`src/rtl/jtopl_pkg.sv`:
```
// jtopl_pkg: shared slot-geometry constants and the (group, subslot) -> slot index map
package jtopl_pkg;
    localparam int SUBSLOTS = 6;
    localparam int OPL2_GROUPS = 3;
    localparam int OPL3_GROUPS = 6;
    function automatic int slot_index(input logic [2:0] grp, input logic [2:0] sub);
        return int'(grp) * SUBSLOTS + int'(sub);
    endfunction
endpackage

```
`src/rtl/jtopl_timing_div.sv`:
```
// jtopl_timing_div: modulo-N enable divider, counts in_en pulses and flags the last one
// Ports: clk, rst (async, active-high), halt (freeze count), in_en (count enable),
//        out_en (in_en on the count that wraps; combinational from the held count)
module jtopl_timing_div #(
    parameter int N = 2
) (
    input  logic clk,
    input  logic rst,
    input  logic halt,
    input  logic in_en,
    output logic out_en
);
    localparam int W = N > 1 ? $clog2(N) : 1;
    logic [W-1:0] cnt_q, cnt_d;
    logic last;
    always_comb begin
        last = cnt_q == W'(N - 1);
        cnt_d = (in_en && !halt) ? (last ? '0 : cnt_q + W'(1)) : cnt_q;
    end
    assign out_en = in_en && last;
    always_ff @(posedge clk or posedge rst)
        if (rst) cnt_q <= '0;
        else     cnt_q <= cnt_d;
endmodule

```
`src/rtl/jtopl_timing.sv`:
```
// jtopl_timing: OPL clock-enable divider and slot walker with halt freeze
// Ports: clk, rst (async, active-high), halt (freeze) in; cen, cenop, zero, group,
//        subslot, op, slot (one-hot) out; sample (frame counter) only with JTOPL_TIMING_SAMPLE_EN
module jtopl_timing import jtopl_pkg::*; #(
    parameter int GROUPS = OPL2_GROUPS,
    parameter int CENDIV = 2,
    parameter int OPDIV  = 4
) (
    input  logic                         clk,
    input  logic                         rst,
    input  logic                         halt,
    output logic                         cen,
    output logic                         cenop,
    output logic                         zero,
    output logic [2:0]                   group,
    output logic [2:0]                   subslot,
    output logic                         op,
    output logic [SUBSLOTS*GROUPS-1:0]   slot
`ifdef JTOPL_TIMING_SAMPLE_EN
    ,
    output logic [15:0]                  sample
`endif
);
    localparam int SLOTS = SUBSLOTS * GROUPS;
    if (GROUPS < 1 || GROUPS > 6 || CENDIV < 1 || OPDIV < 1) begin : g_bad_param
        $error("jtopl_timing: GROUPS must be 1..6, CENDIV and OPDIV >= 1");
    end
    logic cdiv_last, cen_q, cen_d, last_sub, zero_q, zero_d, op_q, op_d;
    logic [2:0] group_q, group_d, subslot_q, subslot_d;
    logic [SLOTS-1:0] slot_q, slot_d;
    jtopl_timing_div #(.N(CENDIV)) u_cdiv (
        .clk(clk), .rst(rst), .halt(halt), .in_en(1'b1), .out_en(cdiv_last)
    );
    // cen_q keeps a pulse pending across halt so it is emitted on release
    assign cen = cen_q && !halt;
    jtopl_timing_div #(.N(OPDIV)) u_odiv (
        .clk(clk), .rst(rst), .halt(halt), .in_en(cen), .out_en(cenop)
    );
    always_comb begin
        cen_d = halt ? cen_q : cdiv_last;
        last_sub = subslot_q == 3'(SUBSLOTS - 1);
        subslot_d = cenop ? (last_sub ? '0 : subslot_q + 3'd1) : subslot_q;
        group_d = (cenop && last_sub) ? (group_q == 3'(GROUPS - 1) ? '0 : group_q + 3'd1) : group_q;
        op_d = subslot_d >= 3'd3;
        zero_d = slot_index(group_d, subslot_d) == 0;
        slot_d = cenop ? {slot_q[SLOTS-2:0], slot_q[SLOTS-1]} : slot_q;
    end
    always_ff @(posedge clk or posedge rst)
        if (rst) begin
            cen_q     <= 1'b0;
            group_q   <= '0;
            subslot_q <= '0;
            op_q      <= 1'b0;
            zero_q    <= 1'b1;
            slot_q    <= SLOTS'(1);
        end else begin
            cen_q     <= cen_d;
            group_q   <= group_d;
            subslot_q <= subslot_d;
            op_q      <= op_d;
            zero_q    <= zero_d;
            slot_q    <= slot_d;
        end
    assign group = group_q;
    assign subslot = subslot_q;
    assign op = op_q;
    assign zero = zero_q;
    assign slot = slot_q;
`ifdef JTOPL_TIMING_SAMPLE_EN
    logic [15:0] sample_q, sample_d;
    always_comb sample_d = (cenop && last_sub && group_q == 3'(GROUPS - 1)) ? sample_q + 16'd1 : sample_q;
    always_ff @(posedge clk or posedge rst)
        if (rst) sample_q <= '0;
        else     sample_q <= sample_d;
    assign sample = sample_q;
`endif
endmodule

```
`config.mk`:
```
export PLATFORM = sky130hd
export DESIGN_NAME = jtopl_timing
export DESIGN_NICKNAME = d
export VERILOG_FILES = /design/src/rtl/jtopl_pkg.sv /design/src/rtl/jtopl_timing_div.sv /design/src/rtl/jtopl_timing.sv
export SDC_FILE = /design/constraint.sdc
export NUM_CORES = 1
export LEC_CHECK = 0
export BUFFER_PORTS_ARGS = -buffer_cell sky130_fd_sc_hd__buf_4
export CAP_MARGIN = 20
export CORE_ASPECT_RATIO = 1.5
export CORE_MARGIN = 4
export CORE_UTILIZATION = 35
export DETAILED_ROUTE_END_ITERATION = 12
export PLACE_DENSITY = 0.62
export SLEW_MARGIN = 20
export SYNTH_ARGS = -nofsm -noshare
export SYNTH_HDL_FRONTEND = slang
export SYNTH_SLANG_ARGS = --single-unit
export TNS_END_PERCENT = 50
```
`constraint.sdc`:
```
create_clock -name clk -period 6.1 [get_ports clk]
set_clock_uncertainty 0.15 [all_clocks]
set_input_delay 0 -clock clk [delete_from_list [all_inputs] [get_ports clk]]
set_output_delay 0 -clock clk [all_outputs]
set_load 0.03 [all_outputs]
```
# After elaboration in Yosys (flattened, before gate mapping)
# Cells that the tools add are included.
# word_totals
ff_bits,30
wordCells,30
inputBits,3
out_inout_bits,28
# op_classes
magnitude_cmp,1
n_addsub,5
reduce_logical,6
mux,6
multipliers,1
eq_ne,3
# op_table
operator,n
$logic_not 32->1,1
$mux 3,4
$add 6x3->7,1
$add 3x1->3 const B,2
$mul 3x2->5 const B,1
$logic_and 1x1->1,4
$eq 3x2->1 const B,1
$eq 3x3->1 const B,1
$ge 3x2->1 const B,1
$add 2x1->2 const B,1
$eq 2x2->1 const B,1
$mux 2,1
$add 1x1->1 const B,1
$logic_not 1->1,1
$mux 1,1

# Longest topological paths before layout
# Gate-level depths: netlist of the first run.
# depth
ltp_word,8
ltp_mapped,11
ltp_nobuf,11

# Modules after synthesis
# From an unflattened synthesis of the first run, not the netlist that was laid out.
# hier_totals
hier_cells,111
hier_area_um2,1450.1
# modules_own_cells
mod,area_per_inst_um2,instances,seq_area_each_um2,cells_each
jtopl_timing,1278.7,1,678.2,97
jtopl_timing_div at u_odiv,121.4,1,50.0,9
jtopl_timing_div at u_cdiv,50.0,1,25.0,5

# Worst setup path before layout of the first run
# OpenSTA, ideal clock, no wires.
# synth_timing
path_type,reg-to-reg
startpoint,"reg subslot_q[0], in the netlist subslot[0]"
endpoint,"reg zero_q, in the netlist zero"
path_stages_with_launch,9
setup_slack_ns,3.224
t_arrival_ns,2.663
n_path_buf,0
setup_ns,0.063
required_time_ns,5.887
period_less_slack_ns,2.876
path_cell_list,dfrtp_1 -> nand4b_4 -> nor3_2 -> o21ai_1 -> a22o_1 -> ha_1 -> fa_1 -> a2111oi_0 -> and4b_1
# synth_via
elab_chain_cells,6
elab_cells_between_ends,9
classes_between,2 x add/sub; 1 x mul; 1 x eq/ne; 3 x mux; 2 x reduce/logical
# synth_lines
item,line,rtl
from (decl),jtopl_timing.sv:29,"logic [2:0] group_q, group_d, subslot_q, subslot_d;"
from (signal assigned),jtopl_timing.sv:59,subslot_q <= subslot_d;
$eq 3x3->1,jtopl_timing.sv:41,last_sub = subslot_q == 3'(SUBSLOTS - 1);
$logic_and 1x1->1,jtopl_timing.sv:43,group_d = (cenop && last_sub) ? (group_q == 3'(GROUPS - 1) ? '0 : group_q + 3'd1) : group_q;
$mux 3,jtopl_timing.sv:43,
named net group_d[1],jtopl_timing.sv:29,
$mul 3x2->5,jtopl_pkg.sv:7,return int'(grp) * SUBSLOTS + int'(sub);
$add 6x3->7,jtopl_pkg.sv:7,
$logic_not 32->1,jtopl_timing.sv:45,"zero_d = slot_index(group_d, subslot_d) == 0;"
named net zero_d,jtopl_timing.sv:28,"logic cdiv_last, cen_q, cen_d, last_sub, zero_q, zero_d, op_q, op_d;"
to (signal assigned),jtopl_timing.sv:61,zero_q <= zero_d;
to (decl),jtopl_timing.sv:28,
# The timed path passes the listed nets, and every way through them passes these cells.
# A chain may end at the register's enable or synchronous reset.

# Final worst setup path of the first run
# layout_timing
startpoint,reg u_odiv.cnt_q[0]
endpoint,"reg zero_q, in the netlist zero"
# layout_via
elab_chain_cells,7
elab_cells_between_ends,8
classes_between,1 x add/sub; 1 x mul; 1 x eq/ne; 2 x mux; 3 x reduce/logical
# layout_lines
item,line,rtl
from (decl),jtopl_timing_div.sv:14,"logic [W-1:0] cnt_q, cnt_d;"
from (signal assigned),jtopl_timing_div.sv:23,else cnt_q <= cnt_d;
$eq 2x2->1,jtopl_timing_div.sv:17,last = cnt_q == W'(N - 1);
$logic_and 1x1->1,jtopl_timing_div.sv:20,assign out_en = in_en && last;
$logic_and 1x1->1,jtopl_timing.sv:43,
$mux 3,jtopl_timing.sv:43,
named net group_d[1],jtopl_timing.sv:29,
$mul 3x2->5,jtopl_pkg.sv:7,
$add 6x3->7,jtopl_pkg.sv:7,
$logic_not 32->1,jtopl_timing.sv:45,
named net zero_d,jtopl_timing.sv:28,
# The timed path passes the listed nets, and every way through them passes these cells.

==> results of run 1 <==
==> cells in the mapped netlist (all sizes together) (3+ instances only) <==
cell	instances
nand2	4
ha	6
mux2	22
o21ai	3
inv	4
xnor2	3
dfrtp	28
a21oi	3
==> flip-flops by register name, indices dropped and copies added, names as in the netlist <==
register      flops
slot             18
group             3
subslot           3
u_odiv.cnt_q      2
cen_q             1
op                1
u_cdiv.cnt_q      1
zero              1
==> final cells by class <==
| type | count | share of cell area (%) |
|---|---|---|
| Inverter | 4 | 0.844 |
| Multi-Input combinational cell | 59 | 33.6 |
| Sequential cell | 30 | 42.3 |
| Timing Repair Buffer | 33 | 15.3 |
| Clock buffer | 7 | 4.85 |
| Tap cell | 43 | 3.02 |
==> kinds of logic after synthesis <==
kind of cell	Yosys count	share of synthesized area, %
xor+xnor	4	3.55
fa+ha+maj	8	8.36
compound gates	10	4.55
buf+inv	6	1.82
mux	22	18.0
simple gates	15	9.00
flops	30	54.7
==> worst min-delay path: cells and delay by family <==
kind | cells | cell delay (ns)
buf+inv | 3 | 1.10
==> final timing paths <==
kind	from	endpoint	slack, ns	depth (start not counted)
setup / recovery	u_odiv.cnt_q[0]$_DFFE_PP0P_	zero$_DFF_PP1_	3.02	9
hold / removal	rst	slot[14]$_DFFE_PP0N_	0.20	3
setup reg to reg	u_odiv.cnt_q[0]$_DFFE_PP0P_	zero$_DFF_PP1_	3.02	9
hold reg to reg	u_cdiv.cnt_q$_DFFE_PP0N_	u_cdiv.cnt_q$_DFFE_PP0N_	0.33	1
max in group asynchronous	rst	slot[0]$_DFFE_PP1N_	5.02	4
min in group clk	u_cdiv.cnt_q$_DFFE_PP0N_	u_cdiv.cnt_q$_DFFE_PP0N_	0.33	1
==> power groups by stage <==
stage	clock (mW)	combinational, mW	sequential [mW]
3_5_place_dp	0	0.172	0.262
4_1_cts	0.165	0.175	0.258
3_3_place_gp	0	0.164	0.260
6_report	0.157	0.172	0.258
5_1_grt	0.175	0.187	0.263
2_1_floorplan	0	0.0969	0.282
==> metal layers <==
| metal | track usage (%) | up-vias | wire length (um) |
|---|---|---|---|
| met4 | 6.19 | 0 | 62 |
| li1 | - | 412 | - |
| met2 | 18.7 | 29 | 1340 |
| met5 | 0 | - | 0 |
| met3 | 4.46 | 6 | 187 |
| met1 | 12.5 | 424 | 936 |
==> key figures, run 1 <==
Layout
  – Finished layout cell area: 0.00178 mm^2
  – Register area: 753 um^2
  – Final net count: 144
  – Fin util: 47.4%
  – Area delta synth->final: 29.3%
  – ANT cells: 0
  – Leading cell types in the layout, fill and taps excluded: buf_4, dfrtp_1, mux2_2
  – Most common library cell in the layout ignoring fill and taps: buf_4
  – Layout cells sized above 1: 48.9%
  – Multi-input logic area: 598 um^2
  – Fill count: 348
  – Post-Layout Cell Count: 176

Power
  – Sequential power share: 44.0%
  – Clock power frac: 26.8%
  – Int Pwr: 0.391 mW
  – Comb pwr share: 29.3%
  – Sw Share: 33.4%
  – Sw Pwr: 0.196 mW
  – Pwr dens: 330 mW/mm^2
  – Final Power: 0.587 mW
  – Leakage Power: 0.933 nW
  – Max IR drop VDD: 0.197 mV

Yosys
  – Post-synth top area share: 50.9%
  – Post-Synthesis Cells: 95
  – Synthesized flop and latch total: 30
  – Syn. warnings: 0
  – Synth async-reset ratio: 100%
  – Syn nets: 106
  – Synth Cell Area: 0.00138 mm^2
  – Main flop type after synthesis: dfrtp_1
  – Sequential fraction of the synthesis area: 54.7%
  – Top cells by area, synth: dfrtp_1, mux2_2, ha_1
  – Synth Area per Inst: 14.5 um^2
  – Post-synth EDFFs: 0
  – Cell taking the most area after synthesis: dfrtp_1
  – Unique masters post-synth: 27

STA
  – Final Cycle Share: 50.5%
  – Final Hold Viols: 0
  – Hold slack final: 0.203 ns
  – Worst Tran Pin Value: 0.800 ns
  – Slew Viols, Final: 0
  – Final setup TNS: 0 ns
  – Tmin final: 3.08 ns
  – Fmax: 325 MHz
  – Slew headroom: 46.6%
  – RSZ-0062 raised after global routing: no
  – PnR worst setup slack: 3.02 ns
  – Setup violators final: 0

Critical path
  – Crit-path slowest cell: fa_1
  – Crit path DAT: 3.15 ns
  – Worst setup EP type: flop
  – Cell Chain, Critical Path: ha_1 > nand4b_4 > nor3_2 > o21ai_1 > a22o_1 > ha_1 > fa_1 > a2111oi_0 > and4b_1
  – Crit-path max FO: 6
  – Slowest stage delay, CP: 0.46 ns
  – Most used cell, CP: ha_1
  – Crit-path leading delay family: adder cells
  – Critical Path RT: 6.17 ns
  – Worst Path Buf+Inv: 0
  – CP Launch Type: flop
  – Crit Path Category: flop to flop

Floorplan
  – Die Wd: 59.2 um
  – Placement row count: 27
  – Initial cell density of the core: 36.7%
  – Die area: 0.00502 mm^2
  – Core Area: 0.00375 mm^2
  – Die Ht: 84.8 um
  – Total I/O pin count: 31

CTS
  – Clk sink count: 30
  – Post-CTS Resized: 0
  – CTS H-tree lvls: 2
  – Clock transition at path regs: 0.06 ns
  – CTS Hold Bufs: 2
  – Clock Path Buffers: 2
  – Clock root buffer: clkbuf_8
  – TritonCTS clock tree: built
  – Skew-Pair Late Insertion Delay: 0.27 ns
  – CTS buffer count: 5
  – Post-CTS Repair Setup Buffers: 0

Place
  – DP Area: 0.00167 mm^2
  – IO buf count: 30
  – DP Worst Slack: 3.04 ns
  – GPL Wtd Cong: 0.683
  – Final HPWL from detailed placement: 1890 um
  – Placed Cells incl. Taps: 167

Min path
  – Hold Path Class: primary input to asynchronous set/reset pin

GRT
  – Number of global-route vias before repair: 937
  – Largest net degree at the start of global routing: 21
  – GRT Total Usage: 11.5%
  – Antenna violations before repair: 0
  – GR Overflow Total: 0
  – First-pass GRT wire length: 4360 um

Drt
  – DRC viols: 0
  – Final WL: 2520 um
  – DR WL/cell: 14.3 um
  – Detailed-route via count: 871
  – Post-DR vias/cell: 4.95
  – ANT nets after route: 0
  – First-pass DRT Iterations: 4
  – Initial DRC count: 17

Status
  – Outcome: finished, final reports clean

Run
  – Max_cap viols: 0
No activity file was read; power rests on OpenSTA's default activity.
==> inputs of run 2 (changes only) <==
Clock period 6.1 ns to 3.1 ns, I/O delays scaled along.
==> key figures, run 2 (synthesized netlist as in run 1, its figures left out) <==
Floorplan
  – Initial cell density of the core: 36.7%
  – Total I/O pin count: 31
  – Die area: 0.00502 mm^2
  – Placement row count: 27
  – Die Wd: 59.2 um
  – Die Ht: 84.8 um
  – Core Area: 0.00375 mm^2

Status
  – Outcome: finished, final reports clean

Drt
  – First-pass DRT Iterations: 2
  – Initial DRC count: 14
  – Final WL: 2510 um
  – DRC viols: 0
  – DR WL/cell: 14.1 um
  – Post-DR vias/cell: 4.88
  – ANT nets after route: 0
  – Detailed-route via count: 869

STA
  – Final Cycle Share: 93.9%
  – Hold slack final: 0.226 ns
  – Slew headroom: 57.8%
  – Fmax: 343 MHz
  – PnR worst setup slack: 0.188 ns
  – Slew Viols, Final: 0
  – Final Hold Viols: 0
  – Worst Tran Pin Value: 0.632 ns
  – Setup violators final: 0
  – Tmin final: 2.91 ns

GRT
  – GR Overflow Total: 0
  – Antenna violations before repair: 0
  – Number of global-route vias before repair: 949
  – First-pass GRT wire length: 4350 um
  – Largest net degree at the start of global routing: 31
  – GRT Total Usage: 11.6%

CTS
  – Clock Path Buffers: 2
  – Clk sink count: 30
  – TritonCTS clock tree: built
  – Clock transition at path regs: 0.06 ns
  – Skew-Pair Late Insertion Delay: 0.27 ns
  – CTS buffer count: 5
  – CTS H-tree lvls: 2
  – Post-CTS Repair Setup Buffers: 0
  – Clock root buffer: clkbuf_8

Layout
  – Most common library cell in the layout ignoring fill and taps: buf_4
  – Fill count: 349
  – Area delta synth->final: 29.5%
  – Final net count: 145
  – Layout cells sized above 1: 51.1%
  – Leading cell types in the layout, fill and taps excluded: buf_4, dfrtp_1, mux2_2
  – ANT cells: 0
  – Largest register FFs: 18

Power
  – Max IR drop VDD: 0.396 mV
  – Pwr dens: 659 mW/mm^2
  – Leakage Power: 0.934 nW

Place
  – DP Worst Slack: 0.0896 ns
  – GPL Wtd Cong: 0.689
  – Final HPWL from detailed placement: 1890 um
  – IO buf count: 30

Min path
  – Hold Path Class: primary input to asynchronous set/reset pin

Critical path
  – Crit path DAT: 2.98 ns
  – Cell Chain, Critical Path: ha_2 > nand4b_4 > nor3_4 > o21ai_1 > a22o_1 > ha_1 > fa_1 > a2111oi_1 > and4b_1
  – CP Launch Type: flop
  – Crit-path slowest cell: fa_1
  – Crit Path Category: flop to flop
  – Slowest stage delay, CP: 0.45 ns
  – Worst setup EP type: flop
  – Critical Path RT: 3.16 ns
  – Crit-path max FO: 4

Run
  – Max_cap viols: 0
## run 2: final timing paths
path	start	to	slack [ns]	depth (start not counted)
setup / recovery	u_odiv.cnt_q[0]$_DFFE_PP0P_	zero$_DFF_PP1_	0.19	9
hold / removal	rst	slot[16]$_DFFE_PP0N_	0.23	3
setup reg to reg	u_odiv.cnt_q[0]$_DFFE_PP0P_	zero$_DFF_PP1_	0.19	9
hold reg to reg	u_cdiv.cnt_q$_DFFE_PP0N_	u_cdiv.cnt_q$_DFFE_PP0N_	0.32	1
max in group asynchronous	rst	slot[1]$_DFFE_PP0N_	2.16	3
min in group clk	u_cdiv.cnt_q$_DFFE_PP0N_	u_cdiv.cnt_q$_DFFE_PP0N_	0.32	1
## run 2: per-layer routing
metal  GRT usage (%)  wire, um  vias up
li1                -         -      416
met1            12.8       984      423
met2            19.0      1320       26
met3            4.31       175        4
met4            5.57        34        0
met5               0         0        -
## run 2: critical path, delay by kind of cell, from the launching register on
kind / cells / cell delay [ns]
compound gates: 3 / 0.74
fa+ha+maj: 3 / 1.02
flops: 1 / 0.38
simple gates: 3 / 0.56
## run 2: timing repair
action	in CTS	in global routing
setup endpoints to repair	0	1
gates resized for setup	0	3
hold buffers	2	0
endpoints found under the hold margin	32	0
## run 2: through the flow
| step | instances | TNS [ns] | power (mW) | cell area [um^2] | util [%] |
|---|---|---|---|---|---|
| 2_1_floorplan | 95 | 0 | 0.745 | 1380 | - |
| 3_3_place_gp | 168 | 0 | 0.844 | 1660 | 44.3 |
| 3_5_place_dp | 168 | 0 | 0.860 | 1660 | 44.3 |
| 4_1_cts | 178 | 0 | 1.19 | 1770 | 47.2 |
| 5_1_grt | 178 | -0.0575 | 1.25 | 1780 | 47.5 |
| 6_report | 178 | 0 | 1.17 | 1780 | 47.5 |
## run 2: cell type report
cell class / count / area [um^2] / area share [%]
flip-flops and latches: 30 / 753 / 42.3
multi-input cells: 59 / 608 / 34.1
repair buffers: 34 / 260 / 14.6
clock buffers: 7 / 86.3 / 4.85
well taps: 43 / 53.8 / 3.02
inverters: 4 / 15.0 / 0.843
clock inverters: 1 / 5.00 / 0.281
## run 2: report_power, final
part	leakage [nW]	switching (mW)	internal, mW
registers	0.393	0.0619	0.446
logic	0.494	0.197	0.155
clock network	0.0482	0.137	0.179
total	0.934	0.396	0.779
==> inputs of run 3 (changes only) <==
--- a/config.mk
+++ b/config.mk
@@ -6,5 +6,5 @@
 export NUM_CORES = 1
 export LEC_CHECK = 0
-export BUFFER_PORTS_ARGS = -buffer_cell sky130_fd_sc_hd__buf_4
+export BUFFER_PORTS_ARGS = -buffer_cell sky130_fd_sc_hd__buf_2
 export CAP_MARGIN = 20
 export CORE_ASPECT_RATIO = 1.5
--- a/constraint.sdc
+++ b/constraint.sdc
@@ -3,3 +3,3 @@
 set_input_delay 0 -clock clk [delete_from_list [all_inputs] [get_ports clk]]
 set_output_delay 0 -clock clk [all_outputs]
-set_load 0.03 [all_outputs]
+set_load 0.005 [all_outputs]
==> key figures, run 3 (synthesized netlist as in run 1, its figures left out) <==
Status
  – Outcome: finished, final reports clean

Power
  – Clock power frac: 29.0%
  – Int Pwr: 0.760 mW
  – Sequential power share: 46.6%
  – Sw Share: 30.3%
  – Leakage Power: 0.947 nW
  – Comb pwr share: 24.4%
  – Max IR drop VDD: 0.376 mV
  – Sw Pwr: 0.330 mW
  – Pwr dens: 629 mW/mm^2

Place
  – Final HPWL from detailed placement: 1900 um
  – DP Worst Slack: 0.140 ns
  – IO buf count: 30
  – GPL Wtd Cong: 0.725

Drt
  – DR WL/cell: 14.1 um
  – Initial DRC count: 23
  – Final WL: 2520 um
  – ANT nets after route: 0
  – Post-DR vias/cell: 4.93
  – DRC viols: 0
  – First-pass DRT Iterations: 4
  – Detailed-route via count: 883

Floorplan
  – Die area: 0.00502 mm^2
  – Initial cell density of the core: 36.7%
  – Core Area: 0.00375 mm^2
  – Die Wd: 59.2 um
  – Total I/O pin count: 31
  – Die Ht: 84.8 um
  – Placement row count: 27

STA
  – Final setup TNS: 0 ns
  – Final Cycle Share: 93.3%
  – Slew headroom: 59.5%
  – Tmin final: 2.89 ns
  – Final Hold Viols: 0
  – Worst Tran Pin Value: 0.607 ns
  – Setup violators final: 0
  – PnR worst setup slack: 0.207 ns
  – Fmax: 346 MHz
  – Hold slack final: 0.189 ns
  – Slew Viols, Final: 0

GRT
  – GR Overflow Total: 0
  – Largest net degree at the start of global routing: 20
  – First-pass GRT wire length: 4430 um
  – GRT Total Usage: 11.7%
  – Antenna violations before repair: 0
  – Number of global-route vias before repair: 908

Layout
  – Largest register FFs: 18
  – Leading cell types in the layout, fill and taps excluded: buf_2, dfrtp_1, mux2_2
  – Fin util: 46.2%
  – ANT cells: 0
  – Most common library cell in the layout ignoring fill and taps: buf_2
  – Final net count: 146
  – Area delta synth->final: 25.8%
  – Layout cells sized above 1: 50.0%

Critical path
  – Worst setup EP type: flop
  – Crit path DAT: 2.96 ns
  – Critical Path RT: 3.16 ns
  – CP Launch Type: flop
  – Crit-path max FO: 4
  – Crit Path Category: flop to flop

CTS
  – Clock Path Buffers: 2
  – Post-CTS Repair Setup Buffers: 0
  – Clock root buffer: clkbuf_8
  – Clk sink count: 30
  – CTS H-tree lvls: 2
  – TritonCTS clock tree: built
  – CTS buffer count: 5
  – Skew-Pair Late Insertion Delay: 0.27 ns
  – Clock transition at path regs: 0.06 ns

Min path
  – Hold Path Class: primary input to asynchronous set/reset pin

Run
  – Max_cap viols: 0
-- run 3: cell count changes in the layout (fill, tap and decap cells not counted) --
cell,delta
buf_4,-30
ha_2,-1
ha_1,+1
buf_16,+1
inv_1,+1
buf_2,+30
inv_2,-1
-- run 3: routing by layer --
metal | vias up | share of wire (%) | global-route usage (%)
li1 | 422 | - | -
met1 | 428 | 39 | 13.9
met2 | 29 | 52 | 18.0
met3 | 4 | 7.4 | 5.38
met4 | 0 | 1.4 | 4.33
met5 | - | 0 | 0
-- run 3: worst max-delay path: stages (launching register included) --
cell and delay [ns]:
dfrtp_1 0.36, ha_1 0.24, nand4b_4 0.13, nor3_4 0.19, o21ai_1 0.13, a22o_1 0.31
ha_1 0.34, fa_1 0.46, a2111oi_1 0.29, and4b_1 0.23
-- run 3: path summary, 6_finish.rpt --
check | startpoint | to | slack (ns) | depth (start not counted)
hold / removal | rst | op$_DFF_PP0_ | 0.19 | 3
max in group asynchronous | rst | zero$_DFF_PP1_ | 2.03 | 4
min in group clk | u_cdiv.cnt_q$_DFFE_PP0N_ | u_cdiv.cnt_q$_DFFE_PP0N_ | 0.33 | 1
hold reg to reg | u_cdiv.cnt_q$_DFFE_PP0N_ | u_cdiv.cnt_q$_DFFE_PP0N_ | 0.33 | 1
setup reg to reg | u_odiv.cnt_q[0]$_DFFE_PP0P_ | zero$_DFF_PP1_ | 0.21 | 9
setup / recovery | u_odiv.cnt_q[0]$_DFFE_PP0P_ | zero$_DFF_PP1_ | 0.21 | 9
-- run 3: final cells by class --
type,instances,area [um^2]
Clock inverter,1,5.00
Sequential cell,30,753
Timing Repair Buffer,35,213
Tap cell,43,53.8
Clock buffer,7,86.3
Multi-Input combinational cell,59,606
Inverter,4,15.0
Fill cell,351,2020
-- run 3: power by group through the flow --
stage	sequential [mW]	clock [mW]	combinational (mW)
final	0.508	0.316	0.266
after global routing	0.518	0.348	0.297
after CTS	0.505	0.331	0.264
after detailed placement	0.512	0	0.262
after global placement	0.509	0	0.251
after floorplan	0.505	0	0.179
-- run 3: timing repair --
action	CTS	global route
endpoints found under the hold margin	14	0
setup endpoints to repair	0	1
hold buffers	2	0
gates resized for setup	0	2
-- run 3: metrics by stage --
stage	area [um^2]	power [mW]	cells
after floorplan	1380	0.684	95
after global placement	1590	0.759	168
after detailed placement	1610	0.774	169
after CTS	1720	1.10	179
after global routing	1730	1.16	179
final	1730	1.09	179
